File: src/rtl/reg_file_pkg.sv
// reg_file_pkg: shared constants and packed-bus helpers for the multi-port register file.
package reg_file_pkg;

  localparam int ZERO_ADDR          = 0;
  localparam int MAX_READ           = 4;
  localparam int DEFAULT_DATA_WIDTH = 32;
  localparam int DEFAULT_ADDR_WIDTH = 5;

  // Widest packed bus and widest slice the helper below can handle.
  localparam int SLICE_BUS_W = 256;
  localparam int SLICE_W     = 64;

  // Returns field k of a packed bus whose fields are each 'width' bits wide.
  function automatic logic [SLICE_W-1:0] get_slice(
    input logic [SLICE_BUS_W-1:0] packed_bus,
    input int                     k,
    input int                     width
  );
    logic [SLICE_BUS_W-1:0] shifted;
    logic [SLICE_BUS_W-1:0] mask;
    shifted = packed_bus >> (k * width);
    mask    = (SLICE_BUS_W'(1) << width) - SLICE_BUS_W'(1);
    return SLICE_W'(shifted & mask);
  endfunction

endpackage

File: src/rtl/reg_file_mp_if.sv
// reg_file_mp_if: read, write and reserve ports of the multi-port register file.
interface reg_file_mp_if
  import reg_file_pkg::*;
#(
  parameter int DATA_WIDTH = DEFAULT_DATA_WIDTH,
  parameter int ADDR_WIDTH = DEFAULT_ADDR_WIDTH,
  parameter int NUM_READ   = 2,
  parameter int NUM_WRITE  = 1
);

  logic [NUM_READ*ADDR_WIDTH-1:0]  rd_addr;
  logic [NUM_READ*DATA_WIDTH-1:0]  rd_data;
  logic [NUM_READ-1:0]             rd_busy;
  logic [NUM_WRITE-1:0]            wr_en;
  logic [NUM_WRITE*ADDR_WIDTH-1:0] wr_addr;
  logic [NUM_WRITE*DATA_WIDTH-1:0] wr_data;
  logic                            rsv_en;
  logic [ADDR_WIDTH-1:0]           rsv_addr;

  modport master (
    output rd_addr, wr_en, wr_addr, wr_data, rsv_en, rsv_addr,
    input  rd_data, rd_busy
  );

  modport slave (
    input  rd_addr, wr_en, wr_addr, wr_data, rsv_en, rsv_addr,
    output rd_data, rd_busy
  );

endinterface

File: src/rtl/reg_file_scoreboard.sv
// reg_file_scoreboard: one busy bit per register, set at issue and cleared at writeback.
module reg_file_scoreboard
  import reg_file_pkg::*;
#(
  parameter int ADDR_WIDTH = DEFAULT_ADDR_WIDTH,
  parameter int NUM_READ   = 2,
  parameter int NUM_WRITE  = 1,
  parameter bit ZERO_REG   = 1'b1
) (
  input  logic                            clk,
  input  logic                            rst_n,
  input  logic                            rsv_en,
  input  logic [ADDR_WIDTH-1:0]           rsv_addr,
  input  logic [NUM_WRITE-1:0]            wr_en,
  input  logic [NUM_WRITE*ADDR_WIDTH-1:0] wr_addr,
  input  logic [NUM_READ*ADDR_WIDTH-1:0]  rd_addr,
  output logic [NUM_READ-1:0]             busy_out
);

  localparam int DEPTH = 2 ** ADDR_WIDTH;
  localparam logic [ADDR_WIDTH-1:0] ZERO = ADDR_WIDTH'(ZERO_ADDR);

  logic [DEPTH-1:0]      busy;
  logic [ADDR_WIDTH-1:0] wr_addr_v [NUM_WRITE];
  logic [ADDR_WIDTH-1:0] rd_addr_v [NUM_READ];
  logic                  rsv_ok;

  // Split the packed address buses and qualify the reserve (r0 can never be busy).
  always_comb begin
    for (int j = 0; j < NUM_WRITE; j++)
      wr_addr_v[j] = ADDR_WIDTH'(get_slice(SLICE_BUS_W'(wr_addr), j, ADDR_WIDTH));
    for (int k = 0; k < NUM_READ; k++)
      rd_addr_v[k] = ADDR_WIDTH'(get_slice(SLICE_BUS_W'(rd_addr), k, ADDR_WIDTH));
    rsv_ok = rsv_en && !(ZERO_REG && (rsv_addr == ZERO));
  end

  // Writes retire producers; a reserve in the same cycle is applied last so the newer producer stays outstanding.
  always_ff @(posedge clk or negedge rst_n) begin
    if (!rst_n) begin
      busy <= '0;
    end else begin
      for (int j = 0; j < NUM_WRITE; j++)
        if (wr_en[j]) busy[wr_addr_v[j]] <= 1'b0;
      if (rsv_ok) busy[rsv_addr] <= 1'b1;
    end
  end

  // Busy lookup for each read port.
  always_comb begin
    busy_out = '0;
    for (int k = 0; k < NUM_READ; k++)
      busy_out[k] = busy[rd_addr_v[k]] && !(ZERO_REG && (rd_addr_v[k] == ZERO));
  end

endmodule

File: src/rtl/reg_file_mp.sv
// reg_file_mp: parametrised multi-port register file with write bypass, hardwired r0 and busy scoreboard.
module reg_file_mp
  import reg_file_pkg::*;
#(
  parameter int DATA_WIDTH = DEFAULT_DATA_WIDTH,
  parameter int ADDR_WIDTH = DEFAULT_ADDR_WIDTH,
  parameter int NUM_READ   = 2,
  parameter int NUM_WRITE  = 1,
  parameter bit ZERO_REG   = 1'b1,
  parameter bit BYPASS     = 1'b1
) (
  input logic          clk,
  input logic          rst_n,
  reg_file_mp_if.slave bus
);

  localparam int DEPTH = 2 ** ADDR_WIDTH;
  localparam logic [ADDR_WIDTH-1:0] ZERO = ADDR_WIDTH'(ZERO_ADDR);

  logic [DATA_WIDTH-1:0] regs      [DEPTH];
  logic [ADDR_WIDTH-1:0] wr_addr_v [NUM_WRITE];
  logic [DATA_WIDTH-1:0] wr_data_v [NUM_WRITE];
  logic [ADDR_WIDTH-1:0] rd_addr_v [NUM_READ];
  logic [DATA_WIDTH-1:0] rd_val    [NUM_READ];
  logic [NUM_READ-1:0]   rd_hit;
  logic [NUM_READ-1:0]   sb_busy;

  // Split the packed read/write buses into per-port fields.
  always_comb begin
    for (int j = 0; j < NUM_WRITE; j++) begin
      wr_addr_v[j] = ADDR_WIDTH'(get_slice(SLICE_BUS_W'(bus.wr_addr), j, ADDR_WIDTH));
      wr_data_v[j] = DATA_WIDTH'(get_slice(SLICE_BUS_W'(bus.wr_data), j, DATA_WIDTH));
    end
    for (int k = 0; k < NUM_READ; k++)
      rd_addr_v[k] = ADDR_WIDTH'(get_slice(SLICE_BUS_W'(bus.rd_addr), k, ADDR_WIDTH));
  end

  // Store enabled writes; higher ports are assigned later so they win an address conflict.
  always_ff @(posedge clk or negedge rst_n) begin
    if (!rst_n) begin
      for (int i = 0; i < DEPTH; i++) regs[i] <= '0;
    end else begin
      for (int j = 0; j < NUM_WRITE; j++)
        if (bus.wr_en[j] && !(ZERO_REG && (wr_addr_v[j] == ZERO)))
          regs[wr_addr_v[j]] <= wr_data_v[j];
    end
  end

  reg_file_scoreboard #(
    .ADDR_WIDTH (ADDR_WIDTH),
    .NUM_READ   (NUM_READ),
    .NUM_WRITE  (NUM_WRITE),
    .ZERO_REG   (ZERO_REG)
  ) u_scoreboard (
    .clk      (clk),
    .rst_n    (rst_n),
    .rsv_en   (bus.rsv_en),
    .rsv_addr (bus.rsv_addr),
    .wr_en    (bus.wr_en),
    .wr_addr  (bus.wr_addr),
    .rd_addr  (bus.rd_addr),
    .busy_out (sb_busy)
  );

  // Read muxes: stored value, replaced by the highest matching same-cycle write; r0 and reset force zero.
  always_comb begin
    bus.rd_data = '0;
    bus.rd_busy = '0;
    for (int k = 0; k < NUM_READ; k++) begin
      rd_val[k] = regs[rd_addr_v[k]];
      rd_hit[k] = 1'b0;
      if (BYPASS) begin
        for (int j = 0; j < NUM_WRITE; j++) begin
          if (bus.wr_en[j] && (wr_addr_v[j] == rd_addr_v[k])) begin
            rd_hit[k] = 1'b1;
            rd_val[k] = wr_data_v[j];
          end
        end
      end
      if (!rst_n || (ZERO_REG && (rd_addr_v[k] == ZERO))) rd_val[k] = '0;
      bus.rd_data[k*DATA_WIDTH +: DATA_WIDTH] = rd_val[k];
      bus.rd_busy[k] = sb_busy[k] && !rd_hit[k];
    end
  end

endmodule

File: src/flat_wrapper.sv
// flat-port wrapper written by rule: the top's interface ports become plain ports
module reg_file_mp_flat import reg_file_pkg::*;
#(
  parameter int DATA_WIDTH = DEFAULT_DATA_WIDTH,
  parameter int ADDR_WIDTH = DEFAULT_ADDR_WIDTH,
  parameter int NUM_READ   = 2,
  parameter int NUM_WRITE  = 1,
  parameter bit ZERO_REG   = 1'b1,
  parameter bit BYPASS     = 1'b1
)
  (clk, rst_n, bus_rd_addr, bus_wr_en, bus_wr_addr, bus_wr_data, bus_rsv_en, bus_rsv_addr, bus_rd_data, bus_rd_busy);
  reg_file_mp_if #(.DATA_WIDTH(DATA_WIDTH), .ADDR_WIDTH(ADDR_WIDTH), .NUM_READ(NUM_READ), .NUM_WRITE(NUM_WRITE)) bus_i ();
  input logic clk;
  input logic rst_n;
  input wire logic [$bits(bus_i.rd_addr)-1:0] bus_rd_addr;
  input wire logic [$bits(bus_i.wr_en)-1:0] bus_wr_en;
  input wire logic [$bits(bus_i.wr_addr)-1:0] bus_wr_addr;
  input wire logic [$bits(bus_i.wr_data)-1:0] bus_wr_data;
  input wire logic [$bits(bus_i.rsv_en)-1:0] bus_rsv_en;
  input wire logic [$bits(bus_i.rsv_addr)-1:0] bus_rsv_addr;
  output wire logic [$bits(bus_i.rd_data)-1:0] bus_rd_data;
  output wire logic [$bits(bus_i.rd_busy)-1:0] bus_rd_busy;
  assign bus_i.rd_addr = bus_rd_addr;
  assign bus_i.wr_en = bus_wr_en;
  assign bus_i.wr_addr = bus_wr_addr;
  assign bus_i.wr_data = bus_wr_data;
  assign bus_i.rsv_en = bus_rsv_en;
  assign bus_i.rsv_addr = bus_rsv_addr;
  assign bus_rd_data = bus_i.rd_data;
  assign bus_rd_busy = bus_i.rd_busy;
  reg_file_mp #(.DATA_WIDTH(DATA_WIDTH), .ADDR_WIDTH(ADDR_WIDTH), .NUM_READ(NUM_READ), .NUM_WRITE(NUM_WRITE), .ZERO_REG(ZERO_REG), .BYPASS(BYPASS)) u_core (.clk(clk), .rst_n(rst_n), .bus(bus_i));
endmodule
File: config.mk
export PLATFORM = sky130hd
export DESIGN_NAME = reg_file_mp_flat
export DESIGN_NICKNAME = d
export VERILOG_FILES = /design/src/rtl/reg_file_pkg.sv /design/src/rtl/reg_file_mp_if.sv /design/src/rtl/reg_file_scoreboard.sv /design/src/rtl/reg_file_mp.sv /design/src/flat_wrapper.sv
export SDC_FILE = /design/constraint.sdc
export NUM_CORES = 2
export LEC_CHECK = 0
export CAP_MARGIN = 10
export CELL_PAD_IN_SITES_DETAIL_PLACEMENT = 1
export CELL_PAD_IN_SITES_GLOBAL_PLACEMENT = 2
export CORE_MARGIN = 2
export CORE_UTILIZATION = 30
export CTS_BUF_LIST = sky130_fd_sc_hd__clkbuf_16
export DETAILED_ROUTE_END_ITERATION = 10
export DONT_BUFFER_PORTS = 1
export GPL_TIMING_DRIVEN = 1
export PLACE_DENSITY_LB_ADDON = 0.12
export SKIP_CTS_REPAIR_TIMING = 1
export SKIP_LAST_GASP = 1
export SLEW_MARGIN = 20
export SYNTH_ARGS = -nofsm -noshare
export SYNTH_HDL_FRONTEND = slang
export SYNTH_SLANG_ARGS = --single-unit
File: constraint.sdc
create_clock -name clk -period 4.1 [get_ports clk]
set_input_delay 0.41 -clock clk [delete_from_list [all_inputs] [get_ports clk]]
set_output_delay 0.41 -clock clk [all_outputs]
set_load 0.02 [all_outputs]
==> impl_metrics.json <==
{
  "die_w_um": 437,
  "synthCells": 3706,
  "die_h_um": 437,
  "clock_skew_ns": 0,
  "syn_area_mm2": 0.0564,
  "cp_max_fo": 66,
  "portBuffers": 0,
  "synth_seq_cells": 1056,
  "worst_path_max_delay_cell": "o22ai_1",
  "async_flop_share_pct": 100,
  "row_count": 159,
  "end_kind": "output port",
  "initial_core_util_pct": 30.1,
  "overflow": 0,
  "final_nets": 3645,
  "setup_viol": 0,
  "yosysWarnings": 0,
  "ys.flop_type": "dfrtp_1",
  "detail-route-antenna-nets": 0,
  "cts_tree": "built",
  "regArea_mm2": 0.0264,
  "drc": 0,
  "clk_latency_ns": 0.77,
  "setup_tns_ns": 0,
  "rsz0062_at_grt": "false",
  "fmax_ghz": 0.281,
  "syn2layout_area_growth_pct": 13.7,
  "final_cells": 6191,
  "first_global_vias": 39500,
  "grt_use_total_pct": 22.4,
  "synth-seq-area-share_pct": 46.9,
  "ctsHtreeMaxLevel": 4,
  "place_ws_ns": 0.828,
  "start_kind": "primary input",
  "fin_crit_ns": 3.56,
  "grt_pass1_wl_um": 308000,
  "worstSetupPathType": "primary input to output port",
  "crit_arrival_ns": 3.15,
  "placedCellCount": 5846,
  "syn_avg_cell_area_um2": 15.2,
  "multi_input_area_mm2": 0.0283,
  "drtIter0Drc": 2051,
  "antenna_found_initial": 5,
  "viasPerCell": 5.72,
  "vias": 35400,
  "hold_class": "primary input to flop",
  "peakVddDrop_mv": 0.441,
  "coreArea_mm2": 0.187,
  "worst_pin_slew_ns": 1.49,
  "slew_violations": 0,
  "die_area_mm2": 0.191,
  "grt_max_degree": 273,
  "critPathRequiredTime_ns": 3.69,
  "clock-sinks": 1056,
  "cts_root_buf": "clkbuf_16",
  "drt_first_pass_iters": 5,
  "slew_headroom_pct": 0.534,
  "pwr_density_cell_mw_per_mm2": 493,
  "wl_per_cell_um": 35.2,
  "leakage_uw": 0.0268,
  "path_cells": "dlygate4sd3_1 > buf_16 > o41a_2 > buf_4 > nand2_1 > o22ai_1 > buf_4",
  "fillers": 18900,
  "gp_congestion": 0.751,
  "synth.distinct_cells": 46,
  "period_share_pct": 86.9,
  "syn_nets": 3762,
  "top_level_ports": 122,
  "worst_slack_ns": 0.538,
  "post-dp-hpwl_um": 120000,
  "cts_buffer_depth": 3,
  "synth-edff-count": 0,
  "hold_viol": 0,
  "max-cap-violations": 0,
  "status": "finished, final reports clean",
  "drive_above_1_share_pct": 51.8,
  "cts_made_buffers": 134,
  "clkSlewWorstSetupHoldPaths_ns": 0.06,
  "crit_top_cell": "buf_4",
  "wirelength_um": 218000,
  "cpPeakStageDelay_ns": 0.66
}
## path summary, 6_finish.rpt
kind | cells past startpoint | from | slack, ns | to
max in group asynchronous | 4 | rst_n | 1.64 | u_core.regs[149]$_DFFE_PN0P_
worst min register to register | 0 | u_core.regs[995]$_DFFE_PN0P_ | 0.39 | u_core.regs[995]$_DFFE_PN0P_
min in group asynchronous | 2 | rst_n | 0.16 | u_core.u_scoreboard.busy[29]$_DFF_PN0_
worst max register to register | 2 | u_core.regs[797]$_DFFE_PN0P_ | 2.75 | u_core.regs[797]$_DFFE_PN0P_
worst min-delay path | 2 | bus_rsv_addr[2] | 0.03 | u_core.u_scoreboard.busy[7]$_DFF_PN0_
worst max-delay path | 7 | rst_n | 0.54 | bus_rd_data[20]
## critical path, delay by kind of cell
kind,cells,cell delay [ns]
buffers and inverters,4,1.54
AOI/OAI and AO/OA,2,0.94
and+or+nand+nor,1,0.11
## layout by cell type (no fill, tap or decap), types with 6 or more instances in the layout
cell,count
dfrtp_1,1056
mux2_2,1053
mux4_2,523
clkbuf_16,139
o22ai_1,130
o21ai_0,94
mux2i_1,75
dlygate4sd3_1,73
nand2_1,69
buf_4,66
o211ai_1,64
o2111a_1,63
buf_12,42
inv_1,39
clkinv_1,30
clkinv_2,22
nor2_4,16
a22o_1,16
nand2_4,15
nor3b_1,9
xor2_1,8
nand3b_1,8
nand2_2,7
inv_6,6
bufinv_16,6
## cell usage after synthesis, types with 2 or more instances
cell,count,area share [%]
a211oi_1,2,0.027
a21boi_0,2,0.027
a21oi_1,7,0.062
a22o_1,16,0.25
and2_1,4,0.044
and3_1,2,0.022
and3b_1,2,0.031
buf_1,65,0.43
buf_2,129,1.1
buf_4,24,0.32
buf_6,3,0.060
clkbuf_1,213,1.4
dfrtp_1,1056,47
inv_1,5,0.033
mux2_1,4,0.080
mux2_2,1053,21
mux2i_1,75,1.3
mux4_2,523,21
nand2_1,91,0.61
nand3_1,4,0.036
nand3b_1,8,0.11
nor2_1,21,0.14
nor3_1,5,0.044
nor3b_1,9,0.12
nor4_1,2,0.022
o2111a_1,63,1.3
o211ai_1,64,0.85
o21ai_0,94,0.83
o22ai_1,130,1.4
o31ai_1,3,0.040
or2_2,3,0.033
or4_1,2,0.027
xnor2_1,2,0.031
xor2_1,8,0.12
## sequential cells by signal, indices dropped and copies added, names as in the netlist
signal,count
u_core.regs,1024
u_core.u_scoreboard.busy,32
## routing by layer
metal | vias up | part of all wire [%] | track usage [%] | wire [um]
li1 | 14300 | - | - | -
met1 | 19900 | 43 | 28.8 | 92900
met2 | 830 | 50 | 38.2 | 109000
met3 | 365 | 3.6 | 3.48 | 7910
met4 | 0 | 3.6 | 8.11 | 7840
met5 | - | 0 | 0 | 0
## kinds of logic (layout without fill, tap and decap cells)
kind of cell           after synthesis  after routing  share of synthesized area (%)
XOR/XNOR                            10             10                          0.155
multiplexers                      1655           1655                           43.4
buffers and inverters              441            429                           3.43
AO/OA/AOI/OAI                      386            386                           4.87
flip-flops                        1056           1056                           46.9
other                                0              2                              0
AND/OR/NAND/NOR                    158            158                           1.30
## layout make-up
cell class                 count  area share, %
sequential                  1056           41.2
tap                         2495           4.87
multi-input combinational   2209           44.2
antenna                        2        0.00781
timing repair buffer         182           3.27
inverter                       6         0.0351
clock inverter               102           1.00
clock buffer                 139           5.43
## stage by stage
stage	hold slack, ns	area, um^2	total power [uW]	utilization (%)
final	0.0325	64100	31600	34.2
after global routing	0.0144	64100	33000	34.2
after CTS	-0.525	62800	31600	33.5
after detailed placement	0.335	58700	20100	31.3
after global placement	0.334	58700	19600	31.3
after floorplan	0.114	56400	18400	-
## where the power goes
| part | total, uW | switching (uW) | internal, uW | leakage (uW) |
|---|---|---|---|---|
| Sequential | 13900 | 1480 | 12400 | 0.0135 |
| Clock | 11300 | 4850 | 6490 | 0.00216 |
| Combinational | 6320 | 2470 | 3850 | 0.0111 |
No activity file was read; power rests on OpenSTA's default activity.
